$ cat src/rtl/cga_idbctl_seln_reg.sv
// Input data bus selector: combines or prioritises N enabled source channels onto a
// registered bus and keeps sticky/counted records of loads that saw more than one enable.
module cga_idbctl_seln_reg #(
   parameter int N    = 6,
   parameter int W    = 16,
   parameter int MODE = 0
) (
   input  logic           sysclk,
   input  logic           sys_rst_n,
   input  logic [N*W-1:0] src_data,
   input  logic [N-1:0]   e_pins,
   input  logic           load,
   input  logic           err_clr,
   output logic [W-1:0]   idb_q,
   output logic           idb_valid,
   output logic [3:0]     sel_idx,
   output logic           mult_err,
   output logic [7:0]     err_cnt
);

   if (N < 2 || N > 16) begin : g_badN
      $error("cga_idbctl_seln_reg: N must be in 2..16");
   end
   if (W < 1 || W > 32) begin : g_badW
      $error("cga_idbctl_seln_reg: W must be in 1..32");
   end
   if (MODE != 0 && MODE != 1) begin : g_badMode
      $error("cga_idbctl_seln_reg: MODE must be 0 or 1");
   end

   logic [W-1:0] w_orSel;
   logic [W-1:0] w_prioSel;
   logic [W-1:0] w_sel;
   logic [3:0]   w_lowIdx;
   logic [4:0]   w_popCnt;
   logic         w_multi;

   logic [W-1:0] r_idbQ;
   logic         r_idbValid;
   logic [3:0]   r_selIdx;
   logic         r_multErr;
   logic [7:0]   r_errCnt;

   // Walking from the top index down lets the lowest enabled channel overwrite last.
   always_comb begin
      w_orSel   = '0;
      w_prioSel = '0;
      w_lowIdx  = 4'hF;
      w_popCnt  = '0;
      for (int k = N - 1; k >= 0; k--) begin
         if (e_pins[k]) begin
            w_orSel   = w_orSel | src_data[k*W +: W];
            w_prioSel = src_data[k*W +: W];
            w_lowIdx  = 4'(k);
            w_popCnt  = w_popCnt + 5'd1;
         end
      end
   end

   assign w_sel   = (MODE == 1) ? w_prioSel : w_orSel;
   assign w_multi = (w_popCnt >= 5'd2);

   always_ff @(posedge sysclk or negedge sys_rst_n) begin
      if (!sys_rst_n) begin
         r_idbQ     <= '0;
         r_idbValid <= 1'b0;
         r_selIdx   <= 4'hF;
      end else begin
         r_idbValid <= load;
         if (load) begin
            r_idbQ   <= w_sel;
            r_selIdx <= w_lowIdx;
         end
      end
   end

   // A fresh multi-enable event outranks a simultaneous clear, restarting the count at 1.
   always_ff @(posedge sysclk or negedge sys_rst_n) begin
      if (!sys_rst_n) begin
         r_multErr <= 1'b0;
         r_errCnt  <= 8'd0;
      end else if (load && w_multi) begin
         r_multErr <= 1'b1;
         if (err_clr) begin
            r_errCnt <= 8'd1;
         end else if (r_errCnt != 8'hFF) begin
            r_errCnt <= r_errCnt + 8'd1;
         end
      end else if (err_clr) begin
         r_multErr <= 1'b0;
         r_errCnt  <= 8'd0;
      end
   end

   assign idb_q     = r_idbQ;
   assign idb_valid = r_idbValid;
   assign sel_idx   = r_selIdx;
   assign mult_err  = r_multErr;
   assign err_cnt   = r_errCnt;

endmodule

$ cat config.mk
export PLATFORM = sky130hd
export DESIGN_NAME = cga_idbctl_seln_reg
export DESIGN_NICKNAME = d
export VERILOG_FILES = /design/src/rtl/cga_idbctl_seln_reg.sv
export SDC_FILE = /design/constraint.sdc
export NUM_CORES = 1
export LEC_CHECK = 0
export ABC_CLOCK_PERIOD_IN_PS = 4300
export CAP_MARGIN = 40
export CORE_ASPECT_RATIO = 1.4
export CORE_MARGIN = 3
export CORE_UTILIZATION = 39
export DETAILED_ROUTE_END_ITERATION = 8
export HOLD_SLACK_MARGIN = 0.15
export PLACE_DENSITY = 0.86
export SYNTH_ARGS = -nofsm -noshare
export SYNTH_HDL_FRONTEND = slang
export SYNTH_SLANG_ARGS = --single-unit
$ cat constraint.sdc
create_clock -name sysclk -period 4.3 [get_ports sysclk]
set_input_delay 0.43 -clock sysclk [delete_from_list [all_inputs] [get_ports sysclk]]
set_output_delay 0.43 -clock sysclk [all_outputs]
set_load 0.03 [all_outputs]
Word level (Yosys, flattened, before mapping)
Index checks and enable logic that the tools add are counted.
{"block": "op_classes", "addsub": 6, "order_cmp": 1, "n_eq_ne": 1, "mux": 24, "bitwise": 5, "n_reduce_logical": 4}
{"cell": "16-bit 2-to-1 mux", "count": 6}
{"cell": "16-bit OR", "count": 5}
{"cell": "8-bit 2-to-1 mux", "count": 4}
{"cell": "5-bit by 1-bit adder with 5-bit output, second input constant", "count": 5}
{"cell": "5-bit 2-to-1 mux", "count": 5}
{"cell": "4-bit 2-to-1 mux", "count": 6}
{"cell": "8-bit by 1-bit adder with 8-bit output, second input constant", "count": 1}
{"cell": "8-bit != test, second input constant", "count": 1}
{"cell": "5-bit by 2-bit greater-or-equal comparator with 1-bit output, second input constant", "count": 1}
{"cell": "2-bit nonzero test", "count": 2}
{"cell": "1-bit 2-to-1 mux", "count": 3}
{"cell": "2-bit AND reduction", "count": 1}
{"cell": "1-bit logical AND", "count": 1}
{"block": "totals", "regBits": 30, "in_bits": 106, "word_cells": 46}

Depth between registers and ports, before layout
Gate-level depths: netlist (run 1).
{"block": "depth", "word_depth": 15, "ltp_mapped": 17, "ltp_nobuf": 15}

Least setup slack after synthesis (run 1)
Ideal clock, no wire load.
{"block": "synth_timing", "path_type": "in2reg", "from": "input e_pins[4]", "to": "register r_errCnt[3], in the netlist err_cnt[3]", "arrival_ns": 4.497, "required_ns": 4.173, "path_slack_ns": -0.324, "cell_stages": 17, "n_path_buf": 2, "path_cell_list": "clkbuf_1 buf_1 inv_1 ha_1 xor2_1 ha_1 mux2_2 ha_1 a221o_2 ha_1 nand2_1 nor2_1 o311a_1 a2111oi_4 a21oi_2 nand2_1 mux2_1"}
{"block": "synth_between", "elab_chain_len": 13, "word_cells_on_any_way": 14, "classes_between": "4 x add/sub; 1 x order compare; 6 x mux; 3 x reduce/logical"}
{"element": "start: declaration", "line": "11", "text": "input logic [N-1:0] e_pins,"}
{"element": "5-bit 2-to-1 mux *", "line": "51", "text": "if (e_pins[k]) begin"}
{"element": "5-bit by 1-bit adder with 5-bit output", "line": "55", "text": "w_popCnt = w_popCnt + 5'd1;"}
{"element": "5-bit 2-to-1 mux *", "line": "51"}
{"element": "5-bit by 1-bit adder with 5-bit output", "line": "55"}
{"element": "5-bit 2-to-1 mux *", "line": "51"}
{"element": "5-bit by 1-bit adder with 5-bit output", "line": "55"}
{"element": "5-bit 2-to-1 mux *", "line": "51"}
{"element": "5-bit by 1-bit adder with 5-bit output", "line": "55"}
{"element": "5-bit 2-to-1 mux *", "line": "51"}
{"element": "5-bit by 2-bit greater-or-equal comparator with 1-bit output *", "line": "61", "text": "assign w_multi = (w_popCnt >= 5'd2);"}
{"element": "1-bit logical AND *", "line": "82", "text": "end else if (load && w_multi) begin"}
{"element": "2-bit nonzero test (no source line)"}
{"element": "2-bit AND reduction (no source line)"}
{"element": "end signal: assignment", "line": "87", "text": "r_errCnt <= r_errCnt + 8'd1;"}
{"element": "end: declaration", "line": "42", "text": "logic [7:0] r_errCnt;"}
Every way passes the cells marked *; elsewhere a longest branch is shown, timed or not.
A chain may end at the register's enable or synchronous reset.

Worst setup path after layout (run 1)
{"block": "layout_timing", "from": "input e_pins[5]", "to": "register r_errCnt[7], in the netlist err_cnt[7]"}
{"block": "layout_between", "elab_chain_len": 15, "word_cells_on_any_way": 16, "classes_between": "5 x add/sub; 1 x order compare; 7 x mux; 3 x reduce/logical"}
{"element": "1-bit 2-to-1 mux *", "line": "51"}
{"element": "5-bit by 1-bit adder with 5-bit output", "line": "55"}
{"element": "5-bit 2-to-1 mux *", "line": "51"}
{"element": "5-bit by 1-bit adder with 5-bit output", "line": "55"}
{"element": "5-bit 2-to-1 mux *", "line": "51"}
{"element": "5-bit by 1-bit adder with 5-bit output", "line": "55"}
{"element": "5-bit 2-to-1 mux *", "line": "51"}
{"element": "5-bit by 1-bit adder with 5-bit output", "line": "55"}
{"element": "5-bit 2-to-1 mux *", "line": "51"}
{"element": "5-bit by 1-bit adder with 5-bit output", "line": "55"}
{"element": "5-bit 2-to-1 mux *", "line": "51"}
{"element": "5-bit by 2-bit greater-or-equal comparator with 1-bit output *", "line": "61"}
{"element": "1-bit logical AND *", "line": "82"}
{"element": "2-bit nonzero test (no source line)"}
{"element": "2-bit AND reduction (no source line)"}
Marked as above.

==> flow_metrics.tcl, run 1 <==
set metrics [dict create \
    outcome "complete, no violations" \
    muxShareOfSynthArea_pct 3.185 \
    holdWs_ps 473.3 \
    hp-class "flip-flop to flip-flop" \
    area_growth_pct 79.27 \
    reg2reg_from "err_cnt[0]" \
    cts.hold.buffers_added 0 \
    ys_seq_area_share_pct 36.30 \
    totalWireLength_um 8171 \
    viasPerCell 5.844 \
    vias 2542 \
    fin_skew_ps 4.604 \
    worstPathArrival_ps 4260 \
    post_drt_wl_per_cell_um 18.78 \
    grt_pass1_vias 2642 \
    crit_path_end_kind "flip-flop" \
    grt_max_degree 42 \
    cts_resized 0 \
    min_path_cells 2 \
    layout_setup_ws_ps 251.6 \
    path_cells "clkdlybuf4s50_1, inv_2, ha_4, xor2_1, ha_1, mux2_2, ha_1, a221o_2, ha_1, nand2_2, nor2_1, o311a_1, a2111oi_4, buf_4, a21boi_2, and4_1, nor3_2" \
    gp_congestion 0.8424 \
    cap_violations 0 \
    die_h_um 92.45 \
    hold_violations 0 \
    cts_tree "built" \
    cp-startpoint "e_pins[5]" \
    finalSetupViolCount 0 \
    cpLargestDelayFamily "compound AO/OA/AOI/OAI gates" \
    synthArstFlopShare_pct 100.0 \
    crit_type "input port to flip-flop" \
    drt-initial-drc-count 135 \
    period_share_pct 94.15 \
    worst_skew_pair.late_latency_ps 290 \
    post-place-ws_ps -173.2 \
    clk_path_buf_depth 2 \
    p_total_w 0.0009774 \
    root_buffer "clkbuf_8" \
    p_per_area_nw_per_um2 261.9 \
    postCtsSetupRepairBufs 0 \
    synth_top_family_by_area "compound AO/OA/AOI/OAI gates" \
    yosysUniqueCellTypes 47 \
    synthAdderAreaFrac_pct 4.808 \
    cp-start-kind "input port" \
    yosys_warnings 0 \
    synth_cells 222 \
    synthSimpleGateAreaFrac_pct 13.76 \
    final_cell_mix "clkdlybuf4s50_1 (134), a22oi_1 (48), dfrtp_1 (26), buf_4 (26), nor2_1 (22)" \
    rows 30 \
    synth_xor_area_share_pct 2.764 \
    track_usage_pct 26.73 \
    cts_buffers 5 \
    antenna_found_initial 0 \
    postSynthAreaPerCell_um2 9.378 \
    coreArea_um2 4992 \
    irDropWorstVdd_mv 0.1902 \
    synth-main-ff-cell "dfrtp_1" \
    finalCriticalPeriod_ps 4048 \
    postRouteAntennaNets 0 \
    power.leakage_nw 1.518 \
    fin_nets 484 \
    worst_slew_pin_slew_ps 618.9 \
    port_buffers 135 \
    cts_max_level 2 \
    grt_overflow_total 0 \
    start_util_pct 41.70 \
    slowest_stage "clkdlybuf4s50_1" \
    critPathMaxFanout 9 \
    clk_pin_slew_ps 70 \
    cts_num_sinks 30 \
    dp_hpwl_um 6247 \
    grt_first_pass_wirelength_um 12720 \
    drv_slew 0 \
    dieArea_um2 6263 \
    synth_nets 336 \
    die_width_um 67.75 \
    synth_compound_area_share_pct 33.71 \
    required_ps 4520 \
    drive_gt1_share_pct 15.09 \
    antenna_cells 0 \
    top_level_ports 136 \
    worst-path-stages 17 \
    drt-pass1-iter-count 4 \
    max_stage_delay_ps 520 \
    netlist_area_um2 2082 \
    synth_edf_count 0 \
    rr_worst_depth 8 \
    ys_ff_latch 30 \
    hold_start "sel_idx[3]" \
    nFillCells 374 \
    crit_buf_inv 3 \
    layout_commonest_cell "clkdlybuf4s50_1" \
    fmax_mhz 247.0 \
    drc 0 \
    cpMostUsedCell "ha_1" \
    slew_headroom_pct 58.61 \
]
-- per-layer routing --
metal,routed length [um],track usage (%),up-vias
li1,-,-,1161
met1,2999,30.02,1213
met2,4223,44.68,126
met3,488,5.825,42
met4,461,15.91,0
met5,0,0,-
-- sequential cells by signal (all words and copies together) (netlist names) --
name       flops
err_cnt        8
mult_err       1
sel_idx        4
idb_valid      1
idb_q         16
-- worst register-to-register path: stages, from the launching register on --
cell,delay (ps)
dfrtp_1,430
ha_1,250
and3_1,210
and3_1,210
nand3_1,150
nand2_1,90
a21oi_2,180
nand2_1,90
mux2_1,310
-- power breakdown --
group	internal [W]	switching (W)	total, W	leakage (nW)
logic	0.000230	0.000196	0.000425	1.14
registers	0.000309	0.0000182	0.000327	0.332
clock network	0.000112	0.000113	0.000225	0.0450
total	0.000650	0.000327	0.000977	1.52
-- logic make-up (layout without fill, tap and decap cells) --
group	count (synthesis)	in the layout
AO/OA/AOI/OAI	88	88
buffers and inverters	29	178
AND/OR/NAND/NOR	57	57
adder cells (fa/ha/maj)	8	8
multiplexers	6	6
flip-flops	30	30
XOR/XNOR	4	4
-- Yosys cell counts (2+ instances only) --
cell type / n / share of area [%]
buf_1: 3 / 0.54
a22oi_1: 48 / 17
nor2b_1: 2 / 0.60
a41oi_1: 16 / 6.7
nor3_2: 2 / 0.96
a211oi_2: 2 / 1.2
mux2_2: 3 / 1.6
clkbuf_1: 15 / 2.7
inv_1: 8 / 1.4
nand3_1: 4 / 0.96
mux2_1: 2 / 1.1
nor3_1: 2 / 0.48
o21ai_0: 3 / 0.72
nor2_1: 22 / 4.0
ha_1: 8 / 4.8
dfrtp_1: 26 / 31
nand2b_1: 2 / 0.60
a21oi_1: 7 / 1.7
dfstp_2: 4 / 5.0
a311oi_1: 2 / 0.84
and3_1: 5 / 1.5
nand2_1: 11 / 2.0
-- area by class of cell --
type / instances / area, um^2 / share of cell area, %
repair buffers: 161 / 1549 / 41.50
clock inverters: 2 / 10.01 / 0.2682
inverters: 9 / 33.78 / 0.9051
clock buffers: 6 / 72.57 / 1.944
flip-flops and latches: 30 / 755.7 / 20.25
multi-input cells: 163 / 1231 / 32.99
well taps: 64 / 80.08 / 2.145
-- metrics by stage --
| stage | std cells | cell area (um^2) | setup TNS, ps | util, % |
|---|---|---|---|---|
| global placement | 427 | 3641 | -384.3 | 72.93 |
| global route | 435 | 3732 | -7.947 | 74.76 |
| floorplan | 222 | 2105 | 0 | - |
| detailed placement | 427 | 3641 | -1275 | 72.93 |
| CTS | 435 | 3724 | 0 | 74.59 |
| finish | 435 | 3732 | 0 | 74.76 |
-- worst paths after layout --
check                        endpoint  slack, ps
hold reg to reg            sel_idx[3]        470
min in group asynchronous  err_cnt[5]        520
hold / removal             sel_idx[3]        470
setup / recovery           err_cnt[7]        250
setup reg to reg           err_cnt[3]       2270
max in group asynchronous  sel_idx[0]       3450
Note: power is estimated with default switching activity, not from simulation.
==> run 2: changes to the inputs <==
ABC_CLOCK_PERIOD_IN_PS = 3400   (was 4300)
CORE_UTILIZATION = 33   (was 39)
PLACE_DENSITY = 0.77   (was 0.86)
clock period = 3.4 ns   (was 4.3 ns; I/O delays follow)
==> flow_metrics.tcl, run 2 (synthesis gave the netlist of run 1 again) <==
set metrics [dict create \
    holdWs_ps 458.7 \
    worst_slew_pin_slew_ps 475.0 \
    top_level_ports 136 \
    antenna_cells 0 \
    crit_type "input port to flip-flop" \
    port_buffers 135 \
    drt-initial-drc-count 137 \
    cts_num_sinks 30 \
    cap_violations 0 \
    totalWireLength_um 8597 \
    drv_slew 0 \
    fmax_mhz 302.2 \
    finalCriticalPeriod_ps 3309 \
    cp-start-kind "input port" \
    hold_violations 0 \
    antenna_found_initial 0 \
    slowest_stage "a221o_2" \
    dp_cells 433 \
    p_per_area_nw_per_um2 346.5 \
    clk_pin_slew_ps 70 \
    required_ps 3580 \
    rsz0062_at_grt "no" \
    cts_max_level 2 \
    stdcell_count 443 \
    drive_gt1_share_pct 18.77 \
    finalSetupViolCount 0 \
    drt-pass1-iter-count 4 \
    cpLargestDelayFamily "compound AO/OA/AOI/OAI gates" \
    slew_headroom_pct 67.92 \
    worst_skew_pair.late_latency_ps 280 \
    power.leakage_nw 1.566 \
    dieArea_um2 7312 \
    path_cells "buf_4, inv_4, ha_4, xor2_4, ha_4, mux2_4, ha_4, a221o_2, ha_4, nand2_4, buf_6, a211oi_2, a211oi_2, a2111oi_4, buf_4, a21boi_4, a21oi_1, a311oi_1" \
    drc 0 \
    cts_buffers 5 \
    cts.hold.buffers_added 0 \
    post_drt_wl_per_cell_um 19.41 \
    final_cell_mix "clkdlybuf4s50_1 (131), a22oi_1 (48), buf_4 (27)" \
    worstPathArrival_ps 3480 \
    postRouteAntennaNets 0 \
    crit_path_end_kind "flip-flop" \
    track_usage_pct 23.38 \
    gp_congestion 0.9114 \
    grt_overflow_total 0 \
    nFillCells 509 \
    root_buffer "clkbuf_8" \
    vias 2500 \
    outcome "complete, no violations" \
    coreArea_um2 5987 \
    critPathMaxFanout 5 \
    grt_pass1_vias 2583 \
    p_total_w 0.001341 \
    cpMostUsedCell "ha_4" \
    fin_nets 486 \
    grt_first_pass_wirelength_um 13230 \
    die_width_um 73.13 \
    rows 33 \
    hp-class "input port to async pin" \
    crit_buf_inv 4 \
    fin_skew_ps 6.542 \
    grt_max_degree 40 \
    viasPerCell 5.643 \
    dp_hpwl_um 6475 \
    period_share_pct 97.32 \
    seqCellArea_um2 755.7 \
    die_h_um 99.98 \
    clk_path_buf_depth 2 \
    tns_ps 0 \
    layout_commonest_cell "clkdlybuf4s50_1" \
    area_growth_pct 85.94 \
    max_stage_delay_ps 390 \
    start_util_pct 34.78 \
    cts_tree "built" \
    largest_register_ffs 16 \
    multi_input_area_um2 1325 \
    irDropWorstVdd_mv 0.1941 \
]
==> run 2: cell types whose count changed in the layout (fill, tap and decap cells not counted), sizes merged <==
cell,previous run,this run
clkinv,2,0
clkdlybuf4s50,134,131
a21boi,1,2
buf,26,29
clkbuf,6,9
==> run 2: worst register-to-register path: cells and delay by family, from the launching register on <==
family / cells / cell delay, ps
adders and majority gates: 1 / 250
and+or+nand+nor: 5 / 740
DFF: 1 / 430
muxes: 1 / 190
buffers and inverters: 1 / 150
AOI/OAI and AO/OA: 1 / 170
==> run 2: routing by layer <==
| metal | track usage (%) | vias to the layer above | wire (um) |
|---|---|---|---|
| met4 | 8.807 | 0 | 206 |
| met5 | 0 | - | 0 |
| met1 | 28.01 | 1221 | 3346 |
| met3 | 3.006 | 17 | 485 |
| li1 | - | 1162 | - |
| met2 | 41.56 | 100 | 4559 |
==> run 2: worst paths after layout <==
kind                            start    endpoint  slack, ps  cells past startpoint
max                         e_pins[4]  err_cnt[2]         90                     18
min in group sysclk        sel_idx[3]  sel_idx[3]        470                      2
min reg2reg                sel_idx[3]  sel_idx[3]        470                      2
max in group asynchronous   sys_rst_n  sel_idx[3]       2600                      2
min                         sys_rst_n   idb_q[12]        460                      2
max reg2reg                err_cnt[0]  err_cnt[1]       1340                      9
==> run 2: where the power goes <==
group	internal (W)	switching (W)	total, W
Combinational	0.000316	0.000270	0.000586
Sequential	0.000391	0.0000230	0.000414
Clock	0.000204	0.000138	0.000342
Total	0.000911	0.000430	0.00134
==> run 2: what timing repair did <==
item                       in CTS  in global routing
setup buffers                   1                  0
gates cloned                    1                  0
resized for setup              14                  9
pin swaps                       7                  8
setup endpoints to repair       9                  8
==> run 2: area by class of cell <==
| type | instances | area share (%) |
|---|---|---|
| Clock buffer | 8 | 2.844 |
| Inverter | 9 | 1.002 |
| Multi-Input combinational cell | 164 | 34.23 |
| Tap cell | 70 | 2.262 |
| Timing Repair Buffer | 162 | 40.14 |
| Sequential cell | 30 | 19.52 |
==> run 2: through the flow <==
stage | cell area [um^2] | worst slack (ps) | util, %
floorplan | 2183 | -435.8 | -
global placement | 3697 | -730.6 | 61.76
CTS | 3835 | 10.91 | 64.05
detailed placement | 3697 | -872.5 | 61.76
finish | 3871 | 91.21 | 64.66
global route | 3871 | 1.811 | 64.66
==> variant, RTL diff (config.mk and constraints of run 2) <==
Change the parameter `MODE` from 0 to 1.
--- a/src/rtl/cga_idbctl_seln_reg.sv
+++ b/src/rtl/cga_idbctl_seln_reg.sv
@@ -5,3 +5,3 @@
    parameter int W    = 16,
-   parameter int MODE = 0
+   parameter int MODE = 1
 ) (
Function: changed (Yosys sat finds a counterexample within 4 cycles, from zero or initial values and one cycle with sys_rst_n low).
==> variant against run 2 <==
- sequential cell count unchanged
- setup slack improved by 120 ps
- combinational power is 7.8% higher
- routed wire length increased by 7.8%
- critical path type unchanged
- count of clock-buffer cells in the layout decreased by 3
- total power grew 5.3%
- area after synthesis rose by 20%
- highest routed layer unchanged
- cell area is 12% higher
==> variant: results (changes against run 2) <==
Synth Warn #=0 (unchanged); CP max stage cell=ha_4; all-layer global routing usage=0.206 (-0.0281); Post-DP Area=0.00416 mm2 (+13%); PwrDens=327 mW/mm2 (-5.6%); Via density=5.30 (-6.1%); first-pass GRT wire length=14000 um (+5.8%); pin count of the biggest net entering global routing=41 (+2.5%); fillers=633 (+24%); dpl cells=549 (+27%); placer congestion estimate=0.886 (-2.7%); list of most frequent post-synthesis cells=48 x nand2_1, 37 x a21oi_1, 26 x dfrtp_1, 22 x o21ai_0, 21 x nor2_1; mux contribution to synthesized area=0.0815 (+0.0496); VDD IR-drop max=0.183 mV (-5.6%); average cell area after synthesis=7.92 um2 (-16%); fin nets=577 (+19%); LEAKAGE=1.75 nW (+11%); DR WL met2=5000 um (+9.7%); Max stage delay on crit path=270 ps (-120 ps); internal power=0.000940 W (+3.1%); number of global-route vias before repair=2938 (+14%); M1 wire length=3490 um (+4.2%); met3 routed wirelength=523 um (+7.8%); Logic pwr share=0.447 (+0.010); run status=finished, final reports clean; layout cell share with drive strength beyond 1=0.153 (-0.0347); clock latency on the worst-skew pair=280 ps (about the same); Syn Nets=430 (+28%); Netlist cell types=47 (unchanged); routed len/inst=16.6 um (-15%); CP Data Arrival Time=3410 ps (-70 ps); Flop pwr share=0.302 (-0.006); DR top layer=met4; WL final=9270 um (+7.8%); global routing usage on met3=0.0264 (-0.00361); CTS root buf=clkbuf_8; cells taking the most area after synthesis=dfrtp_1 26%, a21oi_1 7.4%, nand2_1 7.2%; Post-DP HPWL=7290 um (+13%); met1 layer usage reported by global route=0.243 (-0.0366); Worst Path Max Fanout=4 (-1); DRT iter0 DRCs=248 (+81%); worst slack at placement=-648 ps (+225 ps); ys async rst share=1.00 (unchanged); sequential share of the synthesized area=0.302 (-0.0610); Slew @ Worst Pin=747 ps (+272 ps); met2 Usage GRT=0.375 (-0.0410); Clock Skews=7.67 ps (+1.13 ps)
[variant: final cells by class]
class | instances | area, um2 | area share
multi-input cells | 252 | 1740 | 0.402
clock buffers | 5 | 68.8 | 0.0159
inverters | 11 | 46.3 | 0.0107
repair buffers | 163 | 1550 | 0.359
clock inverters | 3 | 40.0 | 0.00927
well taps | 95 | 119 | 0.0275
flip-flops and latches | 30 | 756 | 0.175
[variant: timing repair]
item                                    in CTS  in global routing
endpoints found under the setup margin       9                  8
setup buffers                                1                  1
hold buffers                                 0                  0
pin swaps                                    5                  8
cloned                                       0                  0
gates resized for setup                      9                  9
[variant: final timing paths]
kind	from	to	slack, ps	cells past startpoint
min reg2reg	sel_idx[3]	sel_idx[3]	490	2
min in group sysclk	sel_idx[3]	sel_idx[3]	490	2
max	e_pins[4]	err_cnt[1]	210	18
min	sys_rst_n	err_cnt[6]	450	2
max in group asynchronous	sys_rst_n	sel_idx[2]	2620	2
max reg2reg	err_cnt[0]	err_cnt[7]	1120	7
